`config.mk`:
```
export PLATFORM = sky130hd
export DESIGN_NAME = instruction_fetch_stage_flat
export DESIGN_NICKNAME = d
export VERILOG_FILES = /design/src/rtl/instruction_fetch_stage_pkg.sv /design/src/rtl/instruction_fetch_stage_if.sv /design/src/rtl/fetch_next_pc.sv /design/src/rtl/instruction_fetch_stage.sv /design/src/flat_wrapper.sv
export SDC_FILE = /design/constraint.sdc
export NUM_CORES = 1
export LEC_CHECK = 0
export CORE_MARGIN = 2
export CORE_UTILIZATION = 42
export DETAILED_ROUTE_END_ITERATION = 7
export PLACE_DENSITY = 0.81
export SYNTH_ARGS = -nofsm -noshare
export SYNTH_HDL_FRONTEND = slang
export SYNTH_SLANG_ARGS = --single-unit
```
`constraint.sdc`:
```
create_clock -name clk -period 2.45 [get_ports clk]
set_input_delay 0.49 -clock clk [delete_from_list [all_inputs] [get_ports clk]]
set_output_delay 0.49 -clock clk [all_outputs]
set_load 0.02 [all_outputs]
```
`src/rtl/instruction_fetch_stage_pkg.sv`:
```
// rtl/instruction_fetch_stage_pkg.sv - shared fetch constants, select codes and PC increment helper
// Purpose: vectors, NOP encoding and next-PC select codes shared by the IF stage,
//          the ID stage and the exception controller.
// Ports:   none (package).
package instruction_fetch_stage_pkg;

  localparam logic [31:0] DEF_RESET_VEC = 32'h8000_0000;
  localparam logic [31:0] DEF_IRQ_VEC   = 32'h8000_0004;
  localparam logic [31:0] DEF_EXC_VEC   = 32'h8000_0008;
  localparam logic [31:0] NOP_INSTR     = 32'h0000_0000;

  // Which source won the next-PC priority mux this cycle.
  typedef enum logic [2:0] {
    SEL_SEQ  = 3'd0,
    SEL_HOLD = 3'd1,
    SEL_IRQ  = 3'd2,
    SEL_JUMP = 3'd3,
    SEL_JR   = 3'd4,
    SEL_BR   = 3'd5,
    SEL_EXC  = 3'd6
  } npc_sel_e;

  // Bit 31 is the kernel-mode flag and is never touched by the increment,
  // so user code at 7FFF_FFFC wraps to 0000_0000 instead of entering kernel space.
  function automatic logic [31:0] pc_plus4(input logic [31:0] pc);
    return {pc[31], pc[30:0] + 31'd4};
  endfunction

endpackage

```
`src/rtl/instruction_fetch_stage_if.sv`:
```
// rtl/instruction_fetch_stage_if.sv - instruction memory bus and IF/ID latch outputs
// Purpose: groups the instruction-memory address/data pair and the IF/ID latch
//          fields handed to the ID stage.
// Ports:   master = fetch stage (drives imem_addr and ifid_*, reads imem_instr)
//          slave  = memory / ID side (opposite directions)
interface instruction_fetch_stage_if;
  logic [31:0] imem_addr;
  logic [31:0] imem_instr;
  logic [31:0] ifid_instr;
  logic [31:0] ifid_pc;
  logic [31:0] ifid_pc_plus4;
  logic        ifid_irq;
  logic        ifid_valid;

  modport master (
    output imem_addr,
    input  imem_instr,
    output ifid_instr,
    output ifid_pc,
    output ifid_pc_plus4,
    output ifid_irq,
    output ifid_valid
  );

  modport slave (
    input  imem_addr,
    output imem_instr,
    input  ifid_instr,
    input  ifid_pc,
    input  ifid_pc_plus4,
    input  ifid_irq,
    input  ifid_valid
  );
endinterface

```
`src/rtl/fetch_next_pc.sv`:
```
// rtl/fetch_next_pc.sv - combinational next-PC priority mux
// Purpose: picks the next PC from exception, branch, jr, jump, interrupt, stall
//          and sequential sources, highest first, and reports which one won.
// Ports:   pc                  current PC
//          exception/br_taken/jr/jump + targets   redirect requests
//          irq_take            qualified interrupt (already excludes redirects)
//          stall               hazard hold
//          next_pc, sel        chosen PC and its select code
module fetch_next_pc
  import instruction_fetch_stage_pkg::*;
#(
  parameter logic [31:0] IRQ_VEC = DEF_IRQ_VEC,
  parameter logic [31:0] EXC_VEC = DEF_EXC_VEC
) (
  input  logic [31:0] pc,
  input  logic        exception,
  input  logic        br_taken,
  input  logic [31:0] br_target,
  input  logic        jr,
  input  logic [31:0] jr_target,
  input  logic        jump,
  input  logic [31:0] jump_target,
  input  logic        irq_take,
  input  logic        stall,
  output logic [31:0] next_pc,
  output npc_sel_e    sel
);

  always_comb begin
    next_pc = pc_plus4(pc);
    sel     = SEL_SEQ;
    // Redirects sit above stall so a flushed slot is never held.
    if (exception) begin
      next_pc = EXC_VEC;
      sel     = SEL_EXC;
    end else if (br_taken) begin
      next_pc = br_target;
      sel     = SEL_BR;
    end else if (jr) begin
      next_pc = jr_target;
      sel     = SEL_JR;
    end else if (jump) begin
      next_pc = jump_target;
      sel     = SEL_JUMP;
    end else if (irq_take) begin
      next_pc = IRQ_VEC;
      sel     = SEL_IRQ;
    end else if (stall) begin
      next_pc = pc;
      sel     = SEL_HOLD;
    end
  end

endmodule

```
`src/rtl/instruction_fetch_stage.sv`:
```
// rtl/instruction_fetch_stage.sv - MIPS IF stage: PC register, imem address, IF/ID latch
// Purpose: owns the PC, drives instruction memory with it and registers the
//          returned word into the IF/ID latch; qualifies the timer interrupt.
// Ports:   clk, reset (sync, active-low)
//          stall                      hazard hold of PC and IF/ID
//          br_taken/br_target         EX branch redirect
//          jump/jump_target, jr/jr_target   ID redirects
//          exception                  ID undefined-opcode trap
//          irq                        level timer interrupt
//          bus (master)               imem_addr/imem_instr and ifid_* outputs
module instruction_fetch_stage
  import instruction_fetch_stage_pkg::*;
#(
  parameter logic [31:0] RESET_VEC = DEF_RESET_VEC,
  parameter logic [31:0] IRQ_VEC   = DEF_IRQ_VEC,
  parameter logic [31:0] EXC_VEC   = DEF_EXC_VEC
) (
  input  logic        clk,
  input  logic        reset,
  input  logic        stall,
  input  logic        br_taken,
  input  logic [31:0] br_target,
  input  logic        jump,
  input  logic [31:0] jump_target,
  input  logic        jr,
  input  logic [31:0] jr_target,
  input  logic        exception,
  input  logic        irq,
  instruction_fetch_stage_if.master bus
);

  logic [31:0] pc_q, pc_d;
  logic [31:0] ifid_instr_q, ifid_instr_d;
  logic [31:0] ifid_pc_q, ifid_pc_d;
  logic [31:0] ifid_pc_plus4_q, ifid_pc_plus4_d;
  logic        ifid_irq_q, ifid_irq_d;
  logic        ifid_valid_q, ifid_valid_d;

  logic        redirect;
  logic        irq_take;
  logic [31:0] next_pc;
  npc_sel_e    sel;

  assign redirect = exception | br_taken | jr | jump;

  // Interrupts are only taken in user mode, on a free-running cycle, and never
  // back-to-back with a bubble already in IF/ID; otherwise the level input is
  // simply looked at again next cycle.
  assign irq_take = irq & ~pc_q[31] & ~stall & ~redirect & ~ifid_irq_q;

  fetch_next_pc #(
    .IRQ_VEC (IRQ_VEC),
    .EXC_VEC (EXC_VEC)
  ) u_next_pc (
    .pc          (pc_q),
    .exception   (exception),
    .br_taken    (br_taken),
    .br_target   (br_target),
    .jr          (jr),
    .jr_target   (jr_target),
    .jump        (jump),
    .jump_target (jump_target),
    .irq_take    (irq_take),
    .stall       (stall),
    .next_pc     (next_pc),
    .sel         (sel)
  );

  always_comb begin
    pc_d            = pc_q;
    ifid_instr_d    = ifid_instr_q;
    ifid_pc_d       = ifid_pc_q;
    ifid_pc_plus4_d = ifid_pc_plus4_q;
    ifid_irq_d      = ifid_irq_q;
    ifid_valid_d    = ifid_valid_q;
    case (sel)
      SEL_EXC, SEL_BR, SEL_JR, SEL_JUMP: begin
        // Wrong-path fetch is squashed into a clean nop slot.
        pc_d            = next_pc;
        ifid_instr_d    = NOP_INSTR;
        ifid_pc_d       = 32'h0;
        ifid_pc_plus4_d = 32'h0;
        ifid_irq_d      = 1'b0;
        ifid_valid_d    = 1'b0;
      end
      SEL_IRQ: begin
        // The bubble carries the interrupted PC so ID can write it to $26.
        pc_d            = next_pc;
        ifid_instr_d    = NOP_INSTR;
        ifid_pc_d       = pc_q;
        ifid_pc_plus4_d = 32'h0;
        ifid_irq_d      = 1'b1;
        ifid_valid_d    = 1'b0;
      end
      SEL_SEQ: begin
        pc_d            = next_pc;
        ifid_instr_d    = bus.imem_instr;
        ifid_pc_d       = pc_q;
        ifid_pc_plus4_d = next_pc;
        ifid_irq_d      = 1'b0;
        ifid_valid_d    = 1'b1;
      end
      default: ;
    endcase
  end

  always_ff @(posedge clk) begin
    if (!reset) begin
      pc_q            <= RESET_VEC;
      ifid_instr_q    <= NOP_INSTR;
      ifid_pc_q       <= 32'h0;
      ifid_pc_plus4_q <= 32'h0;
      ifid_irq_q      <= 1'b0;
      ifid_valid_q    <= 1'b0;
    end else begin
      pc_q            <= pc_d;
      ifid_instr_q    <= ifid_instr_d;
      ifid_pc_q       <= ifid_pc_d;
      ifid_pc_plus4_q <= ifid_pc_plus4_d;
      ifid_irq_q      <= ifid_irq_d;
      ifid_valid_q    <= ifid_valid_d;
    end
  end

  assign bus.imem_addr     = pc_q;
  assign bus.ifid_instr    = ifid_instr_q;
  assign bus.ifid_pc       = ifid_pc_q;
  assign bus.ifid_pc_plus4 = ifid_pc_plus4_q;
  assign bus.ifid_irq      = ifid_irq_q;
  assign bus.ifid_valid    = ifid_valid_q;

endmodule

```
`src/flat_wrapper.sv`:
```
// flat-port wrapper written by rule: the top's interface ports become plain ports
module instruction_fetch_stage_flat import instruction_fetch_stage_pkg::*;
#(
  parameter logic [31:0] RESET_VEC = DEF_RESET_VEC,
  parameter logic [31:0] IRQ_VEC   = DEF_IRQ_VEC,
  parameter logic [31:0] EXC_VEC   = DEF_EXC_VEC
)
  (clk, reset, stall, br_taken, br_target, jump, jump_target, jr, jr_target, exception, irq, bus_imem_addr, bus_imem_instr, bus_ifid_instr, bus_ifid_pc, bus_ifid_pc_plus4, bus_ifid_irq, bus_ifid_valid);
  instruction_fetch_stage_if bus_i ();
  input  logic clk;
  input  logic reset;
  input  logic stall;
  input  logic br_taken;
  input  logic [31:0] br_target;
  input  logic jump;
  input  logic [31:0] jump_target;
  input  logic jr;
  input  logic [31:0] jr_target;
  input  logic exception;
  input  logic irq;
  output wire logic [$bits(bus_i.imem_addr)-1:0] bus_imem_addr;
  input wire logic [$bits(bus_i.imem_instr)-1:0] bus_imem_instr;
  output wire logic [$bits(bus_i.ifid_instr)-1:0] bus_ifid_instr;
  output wire logic [$bits(bus_i.ifid_pc)-1:0] bus_ifid_pc;
  output wire logic [$bits(bus_i.ifid_pc_plus4)-1:0] bus_ifid_pc_plus4;
  output wire logic [$bits(bus_i.ifid_irq)-1:0] bus_ifid_irq;
  output wire logic [$bits(bus_i.ifid_valid)-1:0] bus_ifid_valid;
  assign bus_imem_addr = bus_i.imem_addr;
  assign bus_i.imem_instr = bus_imem_instr;
  assign bus_ifid_instr = bus_i.ifid_instr;
  assign bus_ifid_pc = bus_i.ifid_pc;
  assign bus_ifid_pc_plus4 = bus_i.ifid_pc_plus4;
  assign bus_ifid_irq = bus_i.ifid_irq;
  assign bus_ifid_valid = bus_i.ifid_valid;
  instruction_fetch_stage #(.RESET_VEC(RESET_VEC), .IRQ_VEC(IRQ_VEC), .EXC_VEC(EXC_VEC)) u_core (.clk(clk), .reset(reset), .stall(stall), .br_taken(br_taken), .br_target(br_target), .jump(jump), .jump_target(jump_target), .jr(jr), .jr_target(jr_target), .exception(exception), .irq(irq), .bus(bus_i));
endmodule
```
# Word level (Yosys, flattened, before mapping)
# Cells that the tools add are included.
# W data, S select, Z words.
# op_classes
n_reduce_logical,9
eq_ne,5
muxes,17
bitwise,11
add_sub_neg,1
# op_table
cell,n
$pmux W32 S2,3
$mux W32,5
$add A31 B3 Y31 const B,1
$mux W31,1
$reduce_or A5 Y1,2
$eq A3 B3 Y1 const B,3
$mux W3,3
$eq A3 B2 Y1 const B,2
$reduce_bool A2 Y1,3
$reduce_or A6 Y1,1
$and A1 B1 Y1,4
$mux W2,2
$not A1 Y1,4
$pmux W1 S2,2
$reduce_or A4 Y1,1
$logic_not A3 Y1,1
$or A1 B1 Y1,3
$reduce_or A2 Y1,1
$mux W1,1
# totals
output_inout_bits,130
reg_bits,130
input_bits,136
word_cells,49

# Depth between registers and ports, before layout
# depth
word_depth,14
depth_mapped,9
depth_no_buf,6

# Hierarchy
# From an unflattened synthesis, not the netlist that was laid out.
# unflattened
hier_cells,687
area_unflattened_um2,5919.4
# modules_own_cells
module,area_per_inst_um2,cells_per_inst,seq_area_each_um2,instances
instruction_fetch_stage,4372.9,438,2602.5,1
fetch_next_pc,1546.5,249,0.0,1

# Worst setup path after synthesis
# Ideal clock, no wire load.
# synth_timing
path_kind,register -> register
from,"register u_core.pc_q[2], in the netlist u_core.bus.imem_addr[2]"
to,"register u_core.pc_q[28], in the netlist u_core.bus.imem_addr[28]"
synth_period_minus_slack_ps,2091
path_stages_with_launch,7
path_slack_ps,359
setup_time_ps,95
required_time_ps,2355
n_path_buf,0
arrival_ps,1995
path_cell_list,dfxtp_1 > ha_1 > nand4b_4 > nor4_4 > nand4_1 > mux2i_1 > a221oi_1
# synth_between
elab_chain_len,7
# synth_rtl
item,line,text
from (decl),instruction_fetch_stage.sv:32,"logic [31:0] pc_q, pc_d;"
from (signal assigned),instruction_fetch_stage.sv:116,pc_q <= pc_d;
$add A31 B3 Y31,instruction_fetch_stage_pkg.sv:26,"return {pc[31], pc[30:0] + 31'd4};"
$mux W31,fetch_next_pc.sv:48,end else if (stall) begin
$mux W32,fetch_next_pc.sv:45,end else if (irq_take) begin
$mux W32,fetch_next_pc.sv:42,end else if (jump) begin
$mux W32,fetch_next_pc.sv:39,end else if (jr) begin
$mux W32,fetch_next_pc.sv:36,end else if (br_taken) begin
$mux W32,fetch_next_pc.sv:33,if (exception) begin
# Every way passes these cells.
# A chain may end at the register's enable or synchronous reset.

# Worst setup path in the final report
# layout_timing
from,"register u_core.pc_q[2], in the netlist u_core.bus.imem_addr[2]"
to,output bus_imem_addr[2]
# layout_rtl
item,line,text
to (decl),flat_wrapper.sv:21,output wire logic [$bits(bus_i.imem_addr)-1:0] bus_imem_addr;
# No word-level cell between the ends.

==> results.ini <==
[run_status]
status=complete, no violations

[synthesis]
synth-seq-cells=130
synth_area_leaders=dfxtp_1 45%, a22oi_1 8.3%, nor2_1 5.0%
synth_seq_area_share_pct=44.9
yosysMostFrequentCell=dfxtp_1
synth_cell_types=65
synth_edf_count=0
synthCells=662
async_flop_share_pct=0
netlist.area_leader.share_pct=44.9
syn_nets=799
yosys_warnings=0
syn_area_um2=5800
synthTopCellsByCount=130 x dfxtp_1, 78 x nor2_1, 64 x a22oi_1
synth_top_area_cell=dfxtp_1
postSynthAreaPerCell_um2=8.76
ys.flop_type=dfxtp_1

[timing]
skew_ps=3.54
min_period_ps=2180
slew_headroom_pct=65.1
rsz0062_at_grt=false
tightest_slew_ps=524
setup_violations=0
slew_viol_final=0
hold_violations=0
fin_crit_sh_pct=89.0
max_freq_ghz=0.459
whs_ps=446
fin_setup_tns_ps=0
setup_ws_ps=270

[route]
antenna_left=0
wire_per_inst_um=19.7
first_iter_violations=542
first_pass_iters=6
viasPerCell=5.72
routed_wirelength_mm=22.9
drc_errors=0
vias=6629

[worst_setup_path]
cp-start-kind=flip-flop
endpoint_kind=output pin
path_max_fanout=5
reg2reg_from=u_core.bus.imem_addr[2]
worstSetupPathType=flip-flop to output pin
cp_top_family=buffers and inverters
crit_arrival_ps=1690
crit_chain=buf_4, clkdlybuf4s50_1
worstPathRequired_ps=1960
max_stage_delay_ps=610
cp-startpoint=u_core.bus.imem_addr[2]
critical_path_buf_inv_count=2
cpMaxStageDelayCell=clkdlybuf4s50_1

[floorplanning]
dieHeight_um=122
initial_core_util_pct=43.4
die_w_um=122
dieArea_um2=14800
core_um2=13300
ios=266
rows=42

[placed_design]
dpl.cell_count=1127
port_buffers=265
dpl_cell_area_um2=9150
gp_congestion=0.926
dp.final_hpwl_mm=16.9
post-place-ws_ps=-130

[clock_tree]
numCtsBuffers=17
cts_resized=0
clk_pin_slew_worst_paths_ps=60
cts_tree=yes
clockRootBuffer=clkbuf_16
postCtsSetupBuffers=0
clkLatencyLatePin_ps=420
clk_path_buf_depth=2
htree_levels=4
hold_buffers=0
clock_sinks=130

[finish]
stdcell_count=1159
final_nets=1107
final_util_pct=73.4
fin_area_um2=9800
diodes=0
drive_gt1_share_pct=14.2
area_growth_pct=69.0
fillers=1010

[hold_path]
hold_path_class=flip-flop to flip-flop
hp-start=u_core.bus.ifid_pc_plus4[31]

[power]
p_per_area_nw_per_um2=580
internal_power_mw=4.34
combPwrFrac_pct=12.7
leakage_nw=3.64
clockPowerShare_pct=48.4
switchingPower_mw=1.35
p_sw_share_pct=23.8
irDropWorstVdd_v=0.000592
p_seq_share_pct=38.9
power_mw=5.69

[global_route]
grt_usage_pct=31.0
first_global_vias=6505
antenna_found_initial=0
overflow=0
grt_max_degree=50
grt_pass1_wl_mm=35.0

[job]
max_cap_viol_count=0

## cell type report
type	count	area (um^2)	area share, %
inverters	13	48.8	0.498
flip-flops and latches	130	2600	26.6
multi-input cells	463	2930	29.9
clock inverters	12	180	1.84
repair buffers	345	3350	34.2
well taps	176	220	2.25
clock buffers	20	467	4.76
## layer usage
metal | up-vias | part of all wire (%) | global-route usage [%]
met4 | 0 | 3.1 | 11.9
met5 | - | 0 | 0
li1 | 3063 | - | -
met1 | 3102 | 38 | 37.1
met2 | 408 | 48 | 52.1
met3 | 56 | 11 | 9.82
## cells in the final DEF, fill, tap and decap left out, types with 4 or more instances in the layout
cell type	Yosys	routed
clkdlybuf4s50_1	0	265
dfxtp_1	130	130
nor2_1	78	77
buf_4	1	72
a22oi_1	64	64
nand2_1	63	63
o21ai_0	37	37
a21oi_1	26	25
o22ai_1	17	17
clkbuf_16	0	17
a221oi_1	13	13
inv_1	12	12
nor3_1	13	12
xor2_1	12	12
and2_1	9	9
o221ai_1	8	8
a211oi_1	8	8
buf_12	0	8
nand3_1	7	7
xnor2_1	7	7
nand2b_1	5	5
and4_1	5	5
nand4_1	5	5
mux2i_1	5	5
o31ai_1	5	5
a22o_1	5	5
clkinvlp_4	0	5
nor4_4	4	4
a31oi_1	4	4
o221a_2	4	4
bufinv_16	0	4
## cell families (layout without fill, tap and decap cells)
family	Yosys count	in the layout	synth area share (%)
simple gates	225	225	20.6
buf+inv	69	390	4.83
compound gates	211	211	25.4
mux	7	7	1.25
fa+ha+maj	1	1	0.216
xor+xnor	19	19	2.87
flops	130	130	44.9
## registers in the layout, summed over array words and instances, names as in the netlist
name / flops
u_core.bus.ifid_pc: 32
u_core.bus.ifid_valid: 1
u_core.bus.ifid_irq: 1
u_core.bus.ifid_instr: 32
u_core.bus.imem_addr: 32
u_core.bus.ifid_pc_plus4: 32
## final timing paths
check | end | slack (ps) | cells after the start
max | bus_imem_addr[2] | 270 | 2
min | u_core.bus.ifid_pc_plus4[31] | 450 | 2
max reg2reg | u_core.bus.imem_addr[28] | 320 | 7
min reg2reg | u_core.bus.ifid_pc_plus4[31] | 450 | 2
## worst reg2reg max path, delay by kind of cell, from the launching register on
kind,cells,cell delay (ps)
and+or+nand+nor,3,630
DFF,1,460
AOI/OAI and AO/OA,1,290
adders and majority gates,1,260
buffers and inverters,1,220
muxes,1,170
## power by group through the flow
| stage | logic (mW) | clock network [mW] | registers [mW] |
|---|---|---|---|
| 2_1_floorplan | 0.222 | 0 | 2.29 |
| 3_3_place_gp | 0.707 | 0 | 2.25 |
| 3_5_place_dp | 0.714 | 0 | 2.25 |
| 4_1_cts | 0.719 | 2.78 | 2.21 |
| 5_1_grt | 0.766 | 2.87 | 2.22 |
| 6_report | 0.725 | 2.75 | 2.21 |
Note: power is estimated with default switching activity, not from simulation.
==> RTL edit 1, RTL diff (config.mk and constraints unchanged) <==
Register the input `jump_target` before use, without a reset. The logic sees it one clock later. The other inputs are not delayed to match.
--- a/src/rtl/instruction_fetch_stage.sv
+++ b/src/rtl/instruction_fetch_stage.sv
@@ -31,2 +31,8 @@
 
+  logic [31:0] jump_target_q;
+
+  always_ff @(posedge clk) begin
+    jump_target_q <= jump_target;
+  end
+
   logic [31:0] pc_q, pc_d;
@@ -61,3 +67,3 @@
     .jump        (jump),
-    .jump_target (jump_target),
+    .jump_target (jump_target_q),
     .irq_take    (irq_take),
Function: changed (Yosys sat finds a counterexample within 4 cycles, from zero or initial values and one cycle with reset low).
==> RTL edit 1 against the unedited design <==
Count of clock-buffer cells in the layout fell by 2. Utilization is 3.0 points lower. Combinational power increased by 2.9%. Total power is 12% higher. Wire length is 6.6% higher. Setup slack lost 140 ps. Sequential share of layout area grew 4.9 points. Design area is 5.2% higher. Global-route usage is 1.2 points lower. Sequential cell count is 32 higher. Maximum frequency shrank 5.9%. Area after synthesis increased by 9.3%.
==> RTL edit 1: results (changes against the unedited design) <==
run status complete, no violations (unchanged); critical path's top delay family simple AND/OR/NAND/NOR gates (was buffers and inverters); Pleak 3.79 nW (was 3.64 nW); crit path launch stall (was u_core.bus.imem_addr[2]$_SDFFE_PN0P_); placed cells 1161 (was 1127); Hold Path Origin u_core.bus.ifid_pc_plus4[19]$_SDFFE_PN0P_ (was u_core.bus.ifid_pc_plus4[31]$_SDFFE_PN0P_); cell area after placement 9670 µm² (was 9150 µm²); Hold Path Depth 2 (unchanged); Internal 4.90 mW (was 4.34 mW); register area share after synthesis 51.2% (was 44.9%); Reg2Reg Depth 6 (was 7); Critical Path Sink u_core.bus.ifid_pc_plus4[23]$_SDFFE_PN0P_ (was bus_imem_addr[2]); worst hold path type flip-flop to flip-flop (unchanged); Commonest cells post-synth 162 x dfxtp_1, 89 x nor2_1, 65 x a22oi_1 (was 130 x dfxtp_1, 78 x nor2_1, 64 x a22oi_1, 63 x nand2_1); gpl congestion 1.03 (was 0.926); peak supply drop 0.000509 V (was 0.000592 V); actual slew at the worst max-slew pin 474 ps (was 524 ps); Synth async-reset ratio 0% (unchanged); Critical R2R Launch u_core.bus.imem_addr[9]$_SDFFE_PN0P_ (was u_core.bus.imem_addr[2]$_SDFFE_PN0P_); WL/cell 20.5 µm (was 19.7 µm); first-pass GRT wire length 37100 µm (was 35000 µm); Worst Hold Endpoint u_core.bus.ifid_pc_plus4[19]$_SDFFE_PN0P_ (was u_core.bus.ifid_pc_plus4[31]$_SDFFE_PN0P_); Synth area leaders dfxtp_1 51%, a22oi_1 7.7%, nor2_1 5.3%, o21ai_0 3.0%, o22ai_1 2.9% (was dfxtp_1 45%, a22oi_1 8.3%, nor2_1 5.0%, nand2_1 4.1%, o21ai_0 3.2%); crit path max fanout 11 (was 5); syn avg cell area 9.16 µm² (was 8.76 µm²); Final Net Count 1133 (was 1107); Vias per Instance 5.73 (was 5.72); CP max-delay cell nor4_1 (was clkdlybuf4s50_1); P_comb 0.746 mW (was 0.725 mW); max incr delay on CP 500 ps (was 610 ps); hpwl dp 17900 µm (was 16900 µm); Syn Nets 829 (was 799); I/O Buffers 265 (unchanged); post-route setup slack 133 ps (was 270 ps); layout cells sized above 1 12.7% (was 14.2%); final wirelength 24400 µm (was 22900 µm); fill count 1093 (was 1010); Tot GR Track Use 29.9% (was 31.0%); CP arrival 2620 ps (was 1690 ps); Clk power 2.88 mW (was 2.75 mW); vias in the first global route 6503 (was 6505); Initial DRC Count 674 (was 542); total power 6.39 mW (was 5.69 mW); H-tree depth 4 (unchanged); Reg2Reg Setup Slack 180 ps (was 320 ps); largest net degree at the start of global routing 51 (was 50); post-synth cell types 63 (was 65); dpl ws -127 ps (was -130 ps); first-pass iteration count of the detailed router 8 (was 6); final hold slack 469 ps (was 446 ps); clk_skew 9.46 ps (was 3.54 ps)
RTL edit 1: changes by cell type after synthesis, moves of 11 or more:
cell	change
dfxtp_1	+32
nand2_1	-25
nor2_1	+11
nor4_1	+17
o22ai_1	+12
RTL edit 1: cell families (layout without fill, tap and decap cells):
family	Yosys count	count (layout)	share of synthesized area [%]
flops	162	162	51.2
compound gates	226	226	24.2
xor+xnor	16	16	2.21
fa+ha+maj	1	1	0.197
mux	4	4	0.632
buf+inv	70	387	4.66
simple gates	213	213	17.0
RTL edit 1: layout make-up:
cell class	instances	area [µm²]	area share [%]
well taps	184	230	2.23
clock inverters	14	213	2.06
repair buffers	343	3330	32.3
multi-input cells	460	2830	27.4
flip-flops and latches	162	3240	31.5
inverters	12	45.0	0.437
clock buffers	18	429	4.16
RTL edit 1: routing by layer:
| layer | global-route usage, % | routed length, µm |
|---|---|---|
| met3 | 7.68 | 2170 |
| met1 | 40.5 | 10300 |
| met4 | 10.9 | 632 |
| met5 | 0 | 0 |
| met2 | 46.1 | 11300 |
==> RTL edit 2, RTL diff (same settings) <==
Made on the original files. Reset style: asynchronous (`reset`), changed in one clocked block.
--- a/src/rtl/instruction_fetch_stage.sv
+++ b/src/rtl/instruction_fetch_stage.sv
@@ -106,3 +106,3 @@
 
-  always_ff @(posedge clk) begin
+  always_ff @(posedge clk or negedge reset) begin
     if (!reset) begin
Function: differs if reset is asserted again (counterexample within 4 cycles, from zero or initial values and one cycle with reset low); with reset held inactive, the same outputs for 4 cycles.
==> RTL edit 2 against the unedited design <==
Register-to-register slack gained 30 ps. Global-route usage is 2.8 points lower. Total power is 0.16% higher. Wire length down 3.9%. Critical path depth is 4 higher. Design area rose by 0.49%. Worst hold slack better by 31 ps. Maximum frequency is 0.80% higher. Sequential cell count is the same. Synthesized cell count decreased by 12%. Area after synthesis rose by 6.0%. Setup slack better by 17 ps. Critical endpoint is now u_core.bus.ifid_pc_plus4[9]$_DFFE_PN0P_.
==> RTL edit 2: results (changes against the unedited design) <==
WL met3 1590 µm (was 2610 µm); Finished Layout Cells 1066 (was 1159); FF+latch area 3250 µm² (was 2600 µm²); post-synthesis cell count 584 (was 662); Syn Nets 721 (was 799); crit path max fanout 9 (was 5); Reg2Reg Depth 5 (was 7); peak supply drop 0.000492 V (was 0.000592 V); post-synth cell types 52 (was 65); gpl congestion 0.891 (was 0.926); first-pass GRT wire length 34500 µm (was 35000 µm); hpwl dp 16100 µm (was 16900 µm); vias in the first global route 6335 (was 6505); run status complete, no violations (unchanged); largest net degree at the start of global routing 58 (was 50); Seq cells 130 (unchanged); DR WL met2 10700 µm (was 10900 µm); grt met3 use 6.76% (was 9.82%); max incr delay on CP 570 ps (was 610 ps); reg2reg end u_core.bus.imem_addr[25]$_DFFE_PN0P_ (was u_core.bus.imem_addr[28]$_SDFFE_PN0P_); first-pass iteration count of the detailed router 5 (was 6); WL/cell 20.6 µm (was 19.7 µm); CP arrival 2450 ps (was 1690 ps); Commonest cells post-synth 129 x dfrtp_1, 51 x nand2_1, 42 x a22o_1, 38 x nor2_1, 33 x mux2i_1 (was 130 x dfxtp_1, 78 x nor2_1, 64 x a22oi_1, 63 x nand2_1); register area share after synthesis 52.9% (was 44.9%); Multi-input gate area 2630 µm² (was 2930 µm²); Final Cell Area 9850 µm² (was 9800 µm²); crit path launch br_taken (was u_core.bus.imem_addr[2]$_SDFFE_PN0P_); Critical R2R Launch u_core.bus.imem_addr[7]$_DFFE_PN0P_ (was u_core.bus.imem_addr[2]$_SDFFE_PN0P_); clk tree area frac 6.03% (was 6.60%); met2 Use GR 47.6% (was 52.1%); Buffers, non-clock 311 (was 345); fill count 1053 (was 1010); Non-clk invs 15 (was 13); # hold bufs at CTS 1 (was 0); cell area after placement 9240 µm² (was 9150 µm²); # clk buffers 19 (was 20); critical path's top delay family compound AO/OA/AOI/OAI gates (was buffers and inverters); Synth async-reset ratio 100% (was 0%)
RTL edit 2: worst register-to-register path: stages, from the launching register on:
cell and delay [ps]:
dfrtp_1 490, nand2_1 250, or4_1 640, o31a_1 340, o21ai_1 160, a211oi_2 90
RTL edit 2: worst min path at each step:
| stage | end | slack, ps | cells after the start |
|---|---|---|---|
| after floorplan | u_core.bus.ifid_instr[0]$_DFFE_PN0P_ | 190 | 0 |
| after global placement | u_core.bus.ifid_instr[2]$_DFFE_PN0P_ | 430 | 1 |
| after detailed placement | u_core.bus.ifid_instr[2]$_DFFE_PN0P_ | 450 | 1 |
| after CTS | u_core.bus.ifid_pc[31]$_DFFE_PN0P_ | 490 | 2 |
| after global routing | u_core.bus.ifid_pc_plus4[26]$_DFFE_PN0P_ | 510 | 2 |
| final | u_core.bus.ifid_pc[31]$_DFFE_PN0P_ | 480 | 2 |
RTL edit 2: logic make-up (layout without fill, tap and decap cells):
logic type	count (synthesis)	after routing	share of synthesized area (%)
buffers and inverters	60	358	4.44
adders and majority gates	1	1	0.203
AOI/OAI and AO/OA	177	177	20.0
muxes	33	33	5.37
and+or+nand+nor	167	167	14.8
DFF	130	130	52.9
xor gates and xnor gates	16	16	2.28
RTL edit 2: metrics by stage:
stage          total power, mW  utilization, %  TNS, ps  setup WS, ps
6_report                  5.70            68.3        0           288
5_1_grt                   5.91            68.3        0           206
4_1_cts                   5.73            68.3        0           321
3_5_place_dp              3.16            64.1    -3000         -74.8
3_3_place_gp              3.15            64.1    -1070         -63.9
2_1_floorplan             2.63               -        0           364
RTL edit 2: where the power goes:
| group | switching, mW | total (mW) | internal, mW |
|---|---|---|---|
| Combinational | 0.411 | 0.854 | 0.443 |
| Clock | 0.964 | 2.56 | 1.60 |
| Sequential | 0.0758 | 2.28 | 2.20 |
